<file path="config.mk">
export PLATFORM = sky130hd
export DESIGN_NAME = writeback_unit
export DESIGN_NICKNAME = d
export VERILOG_FILES = /design/src/rtl/writeback_unit.sv
export SDC_FILE = /design/constraint.sdc
export NUM_CORES = 1
export LEC_CHECK = 0
export CAP_MARGIN = 20
export CORE_ASPECT_RATIO = 1.2
export CORE_UTILIZATION = 40
export CTS_BUF_LIST = sky130_fd_sc_hd__clkbuf_8
export CTS_CLUSTER_DIAMETER = 40
export DETAILED_ROUTE_END_ITERATION = 10
export PLACE_DENSITY = 0.84
export SYNTH_ARGS = -nofsm -noshare
export SYNTH_HDL_FRONTEND = slang
export SYNTH_SLANG_ARGS = --single-unit
export TNS_END_PERCENT = 1
</file>
<file path="constraint.sdc">
create_clock -name Clock_i -period 3 [get_ports Clock_i]
set_clock_uncertainty 0.2 [all_clocks]
set_input_delay 0.6 -clock Clock_i [delete_from_list [all_inputs] [get_ports Clock_i]]
set_output_delay 0.6 -clock Clock_i [all_outputs]
set_load 0.05 [all_outputs]
</file>
<file path="src/rtl/writeback_unit.sv">
// rtl/writeback_unit.sv - writeback stage driving the dual-bank register bank write pins
//
// Purpose: accepts one retiring instruction at a time, waits for its result from the
// ALU, data memory, input switches or the jal link path, then pulses Write or jal to
// the register bank for exactly one cycle. Stalls the core while a multi-cycle source
// is pending.
//
// Ports:
//   Clock_i                  clock, all state on posedge
//   Reset_i                  asynchronous active-low reset
//   WbValid_i / WbReady_o    instruction handshake (ready only in IDLE)
//   WbSrc_i                  0=ALU 1=MEM 2=IN 3=LINK
//   WbAddr_i, WbProc_i       destination register and bank select
//   AluResult_i              ALU result, sampled on transfer
//   MemData_i, MemReady_i    data-memory result
//   InputData_i              switch value, zero-extended
//   InputEnter_i             raw asynchronous Enter button
//   ProgramCounter_i/_o      PC, passed straight through to the bank for jal
//   Write_o, jal_o           one-cycle write / link-write pulses
//   AddrWrite_o, DataIn_o    bank write address and data (held between pulses)
//   select_proc_reg_write_o  bank select (held between pulses)
//   Stall_o                  high while not IDLE
//   TimeoutErr_o             sticky memory-timeout flag
module writeback_unit #(
  parameter int MEM_TIMEOUT = 64,
  parameter int IN_WIDTH    = 16
) (
  input  logic                Clock_i,
  input  logic                Reset_i,
  input  logic                WbValid_i,
  output logic                WbReady_o,
  input  logic [1:0]          WbSrc_i,
  input  logic [4:0]          WbAddr_i,
  input  logic                WbProc_i,
  input  logic [31:0]         AluResult_i,
  input  logic [31:0]         MemData_i,
  input  logic                MemReady_i,
  input  logic [IN_WIDTH-1:0] InputData_i,
  input  logic                InputEnter_i,
  input  logic [31:0]         ProgramCounter_i,
  output logic [31:0]         ProgramCounter_o,
  output logic                Write_o,
  output logic                jal_o,
  output logic [4:0]          AddrWrite_o,
  output logic [31:0]         DataIn_o,
  output logic                select_proc_reg_write_o,
  output logic                Stall_o,
  output logic                TimeoutErr_o
);

  localparam int CW = (MEM_TIMEOUT > 2) ? $clog2(MEM_TIMEOUT) : 1;
  localparam logic [CW-1:0] CNT_LAST = CW'(MEM_TIMEOUT - 1);

  localparam logic [1:0] SRC_ALU  = 2'd0;
  localparam logic [1:0] SRC_MEM  = 2'd1;
  localparam logic [1:0] SRC_IN   = 2'd2;
  localparam logic [1:0] SRC_LINK = 2'd3;

  typedef enum logic [1:0] {
    S_IDLE,
    S_WAIT_MEM,
    S_WAIT_PRESS,
    S_WAIT_RELEASE
  } state_t;

  state_t          state_q, state_d;
  logic [CW-1:0]   cnt_q, cnt_d;
  logic            write_q, write_d;
  logic            jal_q, jal_d;
  logic [4:0]      addr_q, addr_d;
  logic [31:0]     data_q, data_d;
  logic            sel_q, sel_d;
  logic [4:0]      pend_addr_q, pend_addr_d;
  logic            pend_proc_q, pend_proc_d;
  logic            terr_q, terr_d;
  logic            sync1_q, sync2_q, prev_q;
  logic            press;

  // Rising edge of the synchronized button; a button already held when WAIT_PRESS
  // is entered has prev_q=1 and so produces no edge until released and re-pressed.
  assign press = sync2_q & ~prev_q;

  always_ff @(posedge Clock_i or negedge Reset_i) begin
    if (!Reset_i) begin
      state_q     <= S_IDLE;
      cnt_q       <= '0;
      write_q     <= 1'b0;
      jal_q       <= 1'b0;
      addr_q      <= '0;
      data_q      <= '0;
      sel_q       <= 1'b0;
      pend_addr_q <= '0;
      pend_proc_q <= 1'b0;
      terr_q      <= 1'b0;
      sync1_q     <= 1'b0;
      sync2_q     <= 1'b0;
      prev_q      <= 1'b0;
    end else begin
      state_q     <= state_d;
      cnt_q       <= cnt_d;
      write_q     <= write_d;
      jal_q       <= jal_d;
      addr_q      <= addr_d;
      data_q      <= data_d;
      sel_q       <= sel_d;
      pend_addr_q <= pend_addr_d;
      pend_proc_q <= pend_proc_d;
      terr_q      <= terr_d;
      sync1_q     <= InputEnter_i;
      sync2_q     <= sync1_q;
      prev_q      <= sync2_q;
    end
  end

  always_comb begin
    state_d     = state_q;
    cnt_d       = cnt_q;
    write_d     = 1'b0;
    jal_d       = 1'b0;
    addr_d      = addr_q;
    data_d      = data_q;
    sel_d       = sel_q;
    pend_addr_d = pend_addr_q;
    pend_proc_d = pend_proc_q;
    terr_d      = terr_q;

    case (state_q)
      S_IDLE: begin
        if (WbValid_i) begin
          pend_addr_d = WbAddr_i;
          pend_proc_d = WbProc_i;
          case (WbSrc_i)
            SRC_ALU: begin
              write_d = 1'b1;
              addr_d  = WbAddr_i;
              data_d  = AluResult_i;
              sel_d   = WbProc_i;
            end
            SRC_MEM: begin
              state_d = S_WAIT_MEM;
              cnt_d   = '0;
            end
            SRC_IN: begin
              state_d = S_WAIT_PRESS;
            end
            SRC_LINK: begin
              // The bank computes PC+1 and targets r30 itself; address/data hold.
              jal_d = 1'b1;
              sel_d = WbProc_i;
            end
            default: ;
          endcase
        end
      end

      S_WAIT_MEM: begin
        // MemReady is checked first so a result on the final cycle still writes.
        if (MemReady_i) begin
          write_d = 1'b1;
          addr_d  = pend_addr_q;
          data_d  = MemData_i;
          sel_d   = pend_proc_q;
          state_d = S_IDLE;
        end else if (cnt_q == CNT_LAST) begin
          terr_d  = 1'b1;
          state_d = S_IDLE;
        end else begin
          cnt_d = cnt_q + CW'(1);
        end
      end

      S_WAIT_PRESS: begin
        if (press) begin
          write_d = 1'b1;
          addr_d  = pend_addr_q;
          data_d  = 32'(InputData_i);
          sel_d   = pend_proc_q;
          state_d = S_WAIT_RELEASE;
        end
      end

      S_WAIT_RELEASE: begin
        if (!sync2_q) begin
          state_d = S_IDLE;
        end
      end

      default: state_d = S_IDLE;
    endcase
  end

  assign WbReady_o               = (state_q == S_IDLE);
  assign Stall_o                 = (state_q != S_IDLE);
  assign Write_o                 = write_q;
  assign jal_o                   = jal_q;
  assign AddrWrite_o             = addr_q;
  assign DataIn_o                = data_q;
  assign select_proc_reg_write_o = sel_q;
  assign TimeoutErr_o            = terr_q;
  assign ProgramCounter_o        = ProgramCounter_i;

endmodule
</file>
== Word level (Yosys, flattened, before mapping) ==
Index checks and enable logic that the tools add are counted.
Word-level totals
  output and inout bits: 75
  register bits: 58
  bits of input ports: 125
Cells by class
  multiplexer cells: 35
  equal/unequal tests: 18
  add/sub/neg operators: 1
  bitwise logic cells: 3
  reduce and logical (&&, ||, !) cells: 12
Operators with widths (count)
  2-to-1 mux 32 bit: 4
  case mux 32 bit (3 select lines): 1
  2-to-1 mux 6 bit: 4
  2-to-1 mux 5 bit: 4
  AND reduction 5 bit: 4
  case mux 5 bit (3 select lines): 1
  inequality test 2 bit, second input constant: 7
  case mux 6 bit (2 select lines): 1
  2-to-1 mux 1 bit: 11
  2-to-1 mux 2 bit: 5
  == test 2 bit, second input constant: 4
  case mux 2 bit (4 select lines): 1
  adder 6 x 1 -> 6 bit, second input constant: 1
  == test 6 bit, second input constant: 1
  case mux 1 bit (3 select lines): 2
  == test 2 x 1 -> 1 bit, second input constant: 2
  zero test 2 bit: 2
  inequality test 2 x 1 -> 1 bit, second input constant: 2
  case mux 2 bit (2 select lines): 1
  nonzero test 2 bit: 2
  inequality test 3 x 1 -> 1 bit, second input constant: 1
  inequality test 3 bit, second input constant: 1
  AND reduction 3 bit: 1
  nonzero test 3 bit: 1
  other kinds (4): 5

== Logic depth before layout (Yosys ltp) ==
Gate-level depths: netlist of the first run.
  word-level depth: 5
  gate-level depth with buffers: 9

== Worst setup path after synthesis of the first run ==
No wires, ideal clock.
  path type: register to register
  start point: register state_q[0]
  end point: register addr_q[0] (netlist: AddrWrite_o[0])
  path buffers: 2
  library setup time: 125 ps
  setup slack: 272 ps
  data arrival time: 2403 ps
  stages on the path, launching flop included: 8
  cells stage by stage: dfrtp_1 -> inv_1 -> ha_1 -> buf_6 -> inv_1 -> o21ai_2 -> buf_6 -> mux2_4
On the way
  cells in the longest elaborated chain, start to end: 3
  elaborated cells on any way between the ends: 10
  classes of those cells: 6 x eq/ne; 1 x mux; 3 x reduce/logical
RTL lines
  start, declared: line 66  | state_t state_q, state_d;
  start signal, assigned: line 99  | state_q <= state_d;
  zero test 2 bit (*)
  named net WbReady_o: line 31  | output logic WbReady_o,
  inequality test 2 x 1 -> 1 bit (no line) (tied with other cells)
  AND reduction 5 bit (no line)
  end signal, assigned: line 103  | addr_q <= addr_d;
  end, declared: line 70  | logic [4:0] addr_q, addr_d;
Mark *: on every way through the listed nets, which the timed path passes. The rest lies on a longest branch.
A chain may end at the register's enable or synchronous reset.

== Final worst setup path of the first run ==
  start point: register state_q[0]
  end point: output Stall_o
On the way
  cells in the longest elaborated chain, start to end: 1
RTL lines
  nonzero test 2 bit: line 193  | assign Stall_o = (state_q != S_IDLE);
  end, declared: line 47  | output logic Stall_o,
No other way between the ends.

==> results of run 1 <==
-- state kept, by name (all words and copies together) (netlist names) --
register,flops
DataIn_o,32
AddrWrite_o,5
sync2_q,1
Write_o,1
cnt_q,6
select_proc_reg_write_o,1
prev_q,1
pend_addr_q,5
sync1_q,1
state_q,2
pend_proc_q,1
jal_o,1
TimeoutErr_o,1
-- final cells by class --
class / instances / share of cell area
Clock buffer: 9 / 0.0251
Clock inverter: 7 / 0.0241
Inverter: 22 / 0.0168
Multi-Input combinational cell: 199 / 0.325
Sequential cell: 58 / 0.294
Tap cell: 114 / 0.0289
Timing Repair Buffer: 141 / 0.285
-- logic make-up after synthesis --
group / Yosys count / synth area share
compound gates: 75 / 0.140
buf+inv: 71 / 0.121
fa+ha+maj: 11 / 0.0397
mux: 52 / 0.200
simple gates: 61 / 0.0805
flops: 58 / 0.419
-- per-layer routing --
layer / vias to the layer above / share of wire / wire [um]
li1: 1307 / - / -
met1: 1330 / 0.38 / 3330
met2: 115 / 0.52 / 4550
met3: 33 / 0.065 / 562
met4: 0 / 0.028 / 240
met5: - / 0 / 0
-- through the flow --
| step | utilization | instances | hold WS [ns] |
|---|---|---|---|
| floorplan | - | 328 | 0.104 |
| global placement | 0.568 | 534 | 0.136 |
| detailed placement | 0.568 | 534 | 0.138 |
| CTS | 0.598 | 550 | 0.129 |
| global route | 0.598 | 550 | 0.168 |
| finish | 0.598 | 550 | 0.127 |
-- layout by cell type, fill, tap and decap left out, types with 2 or more instances in the layout --
cell type | netlist | final
nand3_1 | 2 | 2
clkinv_4 | 0 | 2
and2_1 | 3 | 3
a21oi_1 | 21 | 21
o21ai_0 | 21 | 21
buf_4 | 32 | 5
clkbuf_8 | 0 | 9
a2bb2oi_1 | 2 | 2
nor2_1 | 19 | 19
and3_1 | 2 | 2
a22oi_1 | 17 | 17
mux2i_1 | 4 | 4
mux2_4 | 30 | 30
dfrtp_1 | 58 | 58
nand2b_1 | 3 | 3
mux2_2 | 18 | 18
ha_1 | 11 | 10
nand2_1 | 26 | 26
inv_1 | 22 | 23
clkdlybuf4s50_1 | 0 | 132
bufinv_16 | 0 | 3
a211o_1 | 2 | 2
a31oi_1 | 3 | 3
-- power by group --
| group | internal (mW) | leakage [nW] | switching, mW |
|---|---|---|---|
| logic | 1.84 | 1.37 | 2.30 |
| registers | 1.15 | 0.712 | 0.218 |
| clock network | 0.551 | 0.121 | 0.317 |
| total | 3.54 | 2.20 | 2.84 |
-- worst max-delay path: cells and delay by family, from the launching register on --
family | cells | cell delay [ns]
buffers and inverters | 3 | 0.86
adder cells (fa/ha/maj) | 1 | 0.34
flip-flops | 1 | 0.41
-- what timing repair did --
item,in CTS,in global routing
endpoints found under the hold margin,0,0
hold buffers,0,0
gates resized for setup,1,1
endpoints found under the setup margin,1,1
-- worst paths after layout --
check,from,to,slack (ns),depth (start not counted)
min,Reset_i,DataIn_o[4]$_DFFE_PN0P_,0.13,1
max,state_q[0]$_DFFE_PN0P_,Stall_o,0.27,4
min in group Clock_i,sync1_q$_DFF_PN0_,sync2_q$_DFF_PN0_,0.17,0
min reg2reg,sync1_q$_DFF_PN0_,sync2_q$_DFF_PN0_,0.17,0
max in group asynchronous,Reset_i,DataIn_o[23]$_DFFE_PN0P_,1.87,2
max reg2reg,state_q[0]$_DFFE_PN0P_,DataIn_o[18]$_DFFE_PN0P_,0.45,7
==> results.yml, run 1 <==
finish:
  area_growth_pct: 42.3
  final_area_mm2: 0.00493
  antennaDiodeCount: 0
  fillers: 687
  regArea_mm2: 0.00145
  multi_input_area_mm2: 0.00160
  drive_gt1_frac: 0.172
  nNetsFinal: 567
synth:
  yosys_most_used_dff: "dfrtp_1"
  synth_common_cells: "dfrtp_1 (58), buf_4 (32), mux2_4 (30), nand2_1 (26), inv_1 (22)"
  synth.net_count: 464
  synthArstFlopShare: 1.00
  ys_seq_area_frac: 0.419
  postSynthCellCount: 328
  synthesis.area_mm2: 0.00346
  synth_area_leader_cell: "dfrtp_1"
  synth-seq-cells: 58
  yosysWarningCount: 0
  synth.top_cell.area_share: 0.419
  avgSynthCellArea_um2: 10.6
  yosysMostFrequentCell: "dfrtp_1"
  synth_cell_types: 38
  synth_area_leaders: "dfrtp_1 (42%), mux2_4 (13%), buf_4 (6.9%)"
  synth_edf_count: 0
timing:
  period_share: 0.911
  max_freq_mhz: 366
  worst_pin_slew_ns: 0.712
  setup_slack_ns: 0.267
  slew_violations: 0
  timing_hold_violations_final: 0
  finalSetupTns_ns: 0
  period_minus_slack_ns: 2.73
  rsz0062_at_grt: "false"
  max-slew-margin-rel: 0.525
  setup_viol: 0
cts:
  cts_buffers: 9
  tritoncts: "yes"
  cts-root-buf: "clkbuf_8"
  clockBufferDepth: 2
  cts_setup_buffers: 0
  htreeDepth: 3
  clkSinkCount: 58
  insertion_delay_ns: 0.33
  clk_pin_slew_ns: 0.07
die:
  rows: 36
  die_area_mm2: 0.00904
  die_w_um: 87.0
  ios: 200
  initial_core_util: 0.420
  core_mm2: 0.00824
  fp.dieH_um: 104
drt:
  wl_per_cell_um: 15.8
  initialDrtViolationCount: 101
  wirelength_um: 8680
  via_count: 2785
  drc_errors: 0
  drt_pre_antenna_iters: 5
  via_per_inst: 5.06
  ant_nets: 0
global_routing:
  grt_use_met1: 0.213
  groute.usage.overall: 0.198
  top_usage_layer: "met2"
  grt_start_max_net_pins: 34
  first_global_vias: 2923
  grt_pass1_wl_um: 13900
  antenna_found_initial: 0
  grt_overflow: 0
  met3_usage: 0.0413
  met2_usage: 0.361
placed_design:
  dp_slack_ns: 0.232
  dpl-instance-area_mm2: 0.00468
  io_buffer_count: 135
  gp_congestion: 0.863
  hpwl_um: 6600
flow_run:
  drv_cap: 0
critical_path:
  cp_common_cell: "inv_1"
  arrival_ns: 1.93
  worstSetupPathType: "reg -> out"
  crit_slowest_cell: "dlygate4sd2_1"
  slowest_delay_ns: 0.55
  cp_max_fo: 11
  start_kind: "flop"
  end_kind: "output port"
  critPathRequiredTime_ns: 2.20
  path_cells: "inv_1 > ha_1 > inv_1 > dlygate4sd2_1"
power_and_ir_drop:
  p_leak_nw: 2.20
  power_mw: 6.38
  vdd_ir_drop_max_v: 0.000693
  power.density_mw_per_mm2: 1290
outcome:
  status: "finished clean"
hold_path:
  hold_path_class: "in -> async"
Power figures use the tool's default switching activity.
==> inputs of run 2 (changes only) <==
- CORE_UTILIZATION: 40 -> 43
- CTS_BUF_LIST: sky130_fd_sc_hd__clkbuf_8 -> sky130_fd_sc_hd__clkbuf_4
- PLACE_DENSITY: 0.84 -> 0.89
- clock period: 3 -> 3.3 ns (I/O delays scaled with it)
==> run 2 against run 1 <==
The flow now finishes with violations (DRC). Worst hold slack got worse by 0.022 ns. Sequential power fell by 9%. Global-route usage rose by 0.80 points. Total power fell by 13%. Via count fell by 1.0%. Critical path depth did not move. Setup slack got worse by 0.081 ns. Non-clock buffer count did not move. Utilization rose by 2.1 points. Critical path type unchanged. Critical endpoint unchanged.
==> results.yml, run 2 (synthesized netlist as in run 1, its figures left out) <==
outcome:
  status: "finished with violations"
  violations: "DRC"
critical_path:
  crit_family: "buffers and inverters"
  start_kind: "flop"
  cp_max_fo: 11
  worstReg2RegStart: "state_q[1]$_DFFE_PN0P_"
  arrival_ns: 2.25
  crit_slowest_cell: "clkdlybuf4s50_1"
  worstSetupPathType: "reg -> out"
  critPathRequiredTime_ns: 2.44
  end_kind: "output port"
  path_cells: "inv_1 > ha_1 > inv_1 > clkdlybuf4s50_1"
  slowest_delay_ns: 0.73
  cp_common_cell: "inv_1"
  startpoint: "state_q[1]$_DFFE_PN0P_"
  crit_buf_inv: 3
placed_design:
  hpwl_um: 6200
  gp_congestion: 0.850
  io_buffer_count: 135
power_and_ir_drop:
  vdd_ir_drop_max_v: 0.000550
  switching_power_mw: 2.55
  p_int_mw: 3.02
  p_clk_frac: 0.103
  p_leak_nw: 2.15
  seq_power_share: 0.223
  power.density_mw_per_mm2: 1160
  power_frac_comb: 0.674
  power_switching_share: 0.458
timing:
  finalSetupTns_ns: 0
  worst_pin_slew_ns: 0.725
  period_share: 0.943
  slew_violations: 0
  rsz0062_at_grt: "false"
  holdWs_ns: 0.105
  period_minus_slack_ns: 3.11
  timing_hold_violations_final: 0
  setup_viol: 0
  max_freq_mhz: 321
  max-slew-margin-rel: 0.517
cts:
  cts_setup_buffers: 0
  clkSinkCount: 58
  cts_buffers: 9
  cts_hold_buffers: 0
  htreeDepth: 3
  post_cts_resized: 0
  insertion_delay_ns: 0.40
  clockBufferDepth: 2
  clk_pin_slew_ns: 0.11
  tritoncts: "yes"
  cts-root-buf: "clkbuf_4"
global_routing:
  groute.usage.overall: 0.206
  first_global_vias: 2885
  grt_pass1_wl_um: 13600
  antenna_found_initial: 0
  grt_overflow: 0
  grt_start_max_net_pins: 41
drt:
  wirelength_um: 8360
  ant_nets: 0
  wl_per_cell_um: 15.8
  drt_pre_antenna_iters: 7
  via_count: 2756
  drc_errors: 34
  via_per_inst: 5.22
  initialDrtViolationCount: 147
die:
  core_mm2: 0.00775
  ios: 200
  rows: 35
  initial_core_util: 0.447
  fp.dieH_um: 100
  die_w_um: 83.9
  die_area_mm2: 0.00842
finish:
  area_growth_pct: 38.6
  antennaDiodeCount: 0
  mostFrequentLayoutCells: "clkdlybuf4s50_1 (134), dfrtp_1 (58), mux2_4 (30)"
  drive_gt1_frac: 0.170
  layout_commonest_cell: "clkdlybuf4s50_1"
  nNetsFinal: 567
  largest_reg_flops: 32
  finalCoreUtilization: 0.619
flow_run:
  drv_cap: 0
hold_path:
  hold_path_class: "in -> async"
==> run 2: final cells by class <==
type,instances,area [um^2]
Fill cell,631,2950
Multi-Input combinational cell,199,1600
Sequential cell,58,1450
Timing Repair Buffer,141,1390
Tap cell,92,115
Inverter,22,82.6
Clock inverter,6,81.3
Clock buffer,10,75.1
==> run 2: power groups by stage <==
stage	clock network, mW	registers (mW)	logic [mW]
global placement	0	1.23	3.67
floorplan	0	2.03	2.12
detailed placement	0	1.24	3.80
CTS	0.591	1.24	3.79
global route	0.623	1.28	4.01
finish	0.574	1.24	3.76
==> run 2: stage by stage <==
stage	std cells	total power, mW	setup slack, ns	cell area (um^2)
2_1_floorplan	328	4.15	0.572	3460
3_3_place_gp	512	4.90	0.448	4640
3_5_place_dp	512	5.04	0.372	4640
4_1_cts	528	5.62	0.156	4800
5_1_grt	528	5.92	0.0451	4800
6_report	528	5.57	0.187	4800
==> run 2: worst register-to-register path, cell delays in order, from the launching register on <==
cell       delay [ns]
dfrtp_1          0.44
inv_1            0.14
ha_1             0.40
nor2b_4          0.26
a2111oi_4        0.08
o21ai_4          0.07
buf_4            0.52
mux2_2           0.45
==> run 2: path summary, 6_finish.rpt <==
kind                                            endpoint  slack, ns  cells past startpoint
worst max-delay path                             Stall_o       0.19                      4
worst min-delay path            TimeoutErr_o$_DFFE_PN0P_       0.10                      1
worst max register to register  DataIn_o[23]$_DFFE_PN0P_       0.62                      7
worst min register to register         sync2_q$_DFF_PN0_       0.16                      0
max in group asynchronous       DataIn_o[17]$_DFFE_PN0P_       2.01                      2
min in group Clock_i                   sync2_q$_DFF_PN0_       0.16                      0
==> run 2: metal layers <==
layer / share of wire / vias up / GRT usage
met5: 0 / - / 0
met4: 0.020 / 0 / 0.0955
met3: 0.069 / 22 / 0.0674
met2: 0.52 / 111 / 0.358
met1: 0.39 / 1315 / 0.229
li1: - / 1308 / -
==> inputs of run 3 (changes only) <==
- CORE_UTILIZATION: 43 -> 42
- CTS_BUF_LIST: sky130_fd_sc_hd__clkbuf_4 -> default
- PLACE_DENSITY: 0.89 -> 0.95
==> run 3 against run 2 <==
Maximum frequency increased by 1.4%. Largest cell class unchanged. Via count is 2.1% higher. Setup slack better by 0.044 ns. Routed wire length increased by 4.2%. The run still ends with DRC left. Sequential power about the same. First-iteration DRC count fell by 16%. Critical path depth did not move. Worst hold slack gained 0.054 ns.
==> results.yml, run 3 (synthesized netlist as in run 1, its figures left out) <==
outcome:
  status: "finished with violations"
  violations: "DRC"
timing:
  timing_hold_violations_final: 0
  max-slew-margin-rel: 0.512
  slew_violations: 0
  period_share: 0.930
  finalSetupTns_ns: 0
  worst_pin_slew_ns: 0.732
  max_freq_mhz: 326
  setup_viol: 0
  rsz0062_at_grt: "false"
  period_minus_slack_ns: 3.07
finish:
  drive_gt1_frac: 0.172
  layout_commonest_cell: "clkdlybuf4s50_1"
  nNetsFinal: 567
  area_growth_pct: 41.4
  mostFrequentLayoutCells: "clkdlybuf4s50_1 (134), dfrtp_1 (58), mux2_4 (30)"
  antennaDiodeCount: 0
  finalCoreUtilization: 0.625
  stdcell_count: 528
  largest_reg_flops: 32
critical_path:
  slowest_delay_ns: 0.83
  worstSetupPathType: "reg -> out"
  cp_common_cell: "inv_1"
  cp_max_fo: 11
  path_cells: "inv_1 > ha_1 > inv_1 > clkdlybuf4s50_1"
  start_kind: "flop"
  cp.depth: 4
  cp-endpoint: "Stall_o"
  r2r_cells: 7
  reg2reg_slack_ns: 0.80
  critPathRequiredTime_ns: 2.44
  crit_slowest_cell: "clkdlybuf4s50_1"
  reg2reg_to: "DataIn_o[16]$_DFFE_PN0P_"
  end_kind: "output port"
  crit_buf_inv: 3
  worstReg2RegStart: "state_q[0]$_DFFE_PN0P_"
  startpoint: "state_q[0]$_DFFE_PN0P_"
  crit_family: "buffers and inverters"
  arrival_ns: 2.21
power_and_ir_drop:
  p_int_mw: 3.26
  seq_power_share: 0.212
  power.density_mw_per_mm2: 1200
  p_leak_nw: 2.19
  power_frac_comb: 0.648
  vdd_ir_drop_max_v: 0.000693
  p_clk_frac: 0.140
  switching_power_mw: 2.60
  power_mw: 5.86
  power_switching_share: 0.444
global_routing:
  grt_pass1_wl_um: 13800
  grt_overflow: 0
  first_global_vias: 2975
  antenna_found_initial: 0
  groute.usage.overall: 0.207
  grt_start_max_net_pins: 59
cts:
  clk_pin_slew_ns: 0.07
  insertion_delay_ns: 0.33
  cts-root-buf: "clkbuf_8"
  cts_buffers: 9
  tritoncts: "yes"
  htreeDepth: 3
  cts_setup_buffers: 0
  post_cts_resized: 0
  clkSinkCount: 58
  cts_hold_buffers: 0
  clockBufferDepth: 2
placed_design:
  hpwl_um: 6420
  dp.cells: 512
  io_buffer_count: 135
  gp_congestion: 0.895
drt:
  drt_pre_antenna_iters: 7
  ant_nets: 0
  wl_per_cell_um: 16.5
  via_count: 2814
  drc_errors: 15
  via_per_inst: 5.33
  initialDrtViolationCount: 123
  wirelength_um: 8710
die:
  die_w_um: 84.9
  core_mm2: 0.00784
  initial_core_util: 0.442
  rows: 35
  ios: 200
  fp.dieH_um: 101
  die_area_mm2: 0.00862
hold_path:
  hold_path_class: "reg -> reg"
flow_run:
  drv_cap: 0
## run 3: final cells by class
class,instances,area [um^2]
Clock buffer,12,155
Sequential cell,58,1450
Inverter,22,82.6
Fill cell,610,2940
Timing Repair Buffer,141,1390
Tap cell,92,115
Multi-Input combinational cell,199,1600
Clock inverter,4,97.6
## run 3: worst min-delay path by stage
stage | slack [ns] | from | to | cells past startpoint
floorplan | 0.13 | sync1_q$_DFF_PN0_ | sync2_q$_DFF_PN0_ | 0
global placement | 0.13 | sync1_q$_DFF_PN0_ | sync2_q$_DFF_PN0_ | 0
detailed placement | 0.15 | sync1_q$_DFF_PN0_ | sync2_q$_DFF_PN0_ | 0
CTS | 0.17 | sync1_q$_DFF_PN0_ | sync2_q$_DFF_PN0_ | 0
global route | 0.17 | sync1_q$_DFF_PN0_ | sync2_q$_DFF_PN0_ | 0
finish | 0.16 | sync1_q$_DFF_PN0_ | sync2_q$_DFF_PN0_ | 0
## run 3: metal layers
layer	track usage	routed length, um	vias up
met5	0	0	-
met4	0.0965	173	0
met1	0.223	3360	1378
li1	-	-	1304
met2	0.390	4650	111
met3	0.0424	531	21
## run 3: per-stage QoR
step                      instance area (um^2)  worst slack [ns]  hold WS, ns
final                                     4900             0.231        0.159
after global routing                      4900             0.139        0.166
after CTS                                 4900             0.209        0.166
after detailed placement                  4640             0.505        0.150
after global placement                    4640             0.574        0.134
after floorplan                           3460             0.572        0.131
## run 3: power groups by stage
stage	sequential, mW	combinational (mW)	clock (mW)
6_report	1.24	3.80	0.823
5_1_grt	1.28	4.04	0.883
4_1_cts	1.24	3.83	0.845
3_5_place_dp	1.24	3.82	0
3_3_place_gp	1.23	3.68	0
2_1_floorplan	2.03	2.12	0
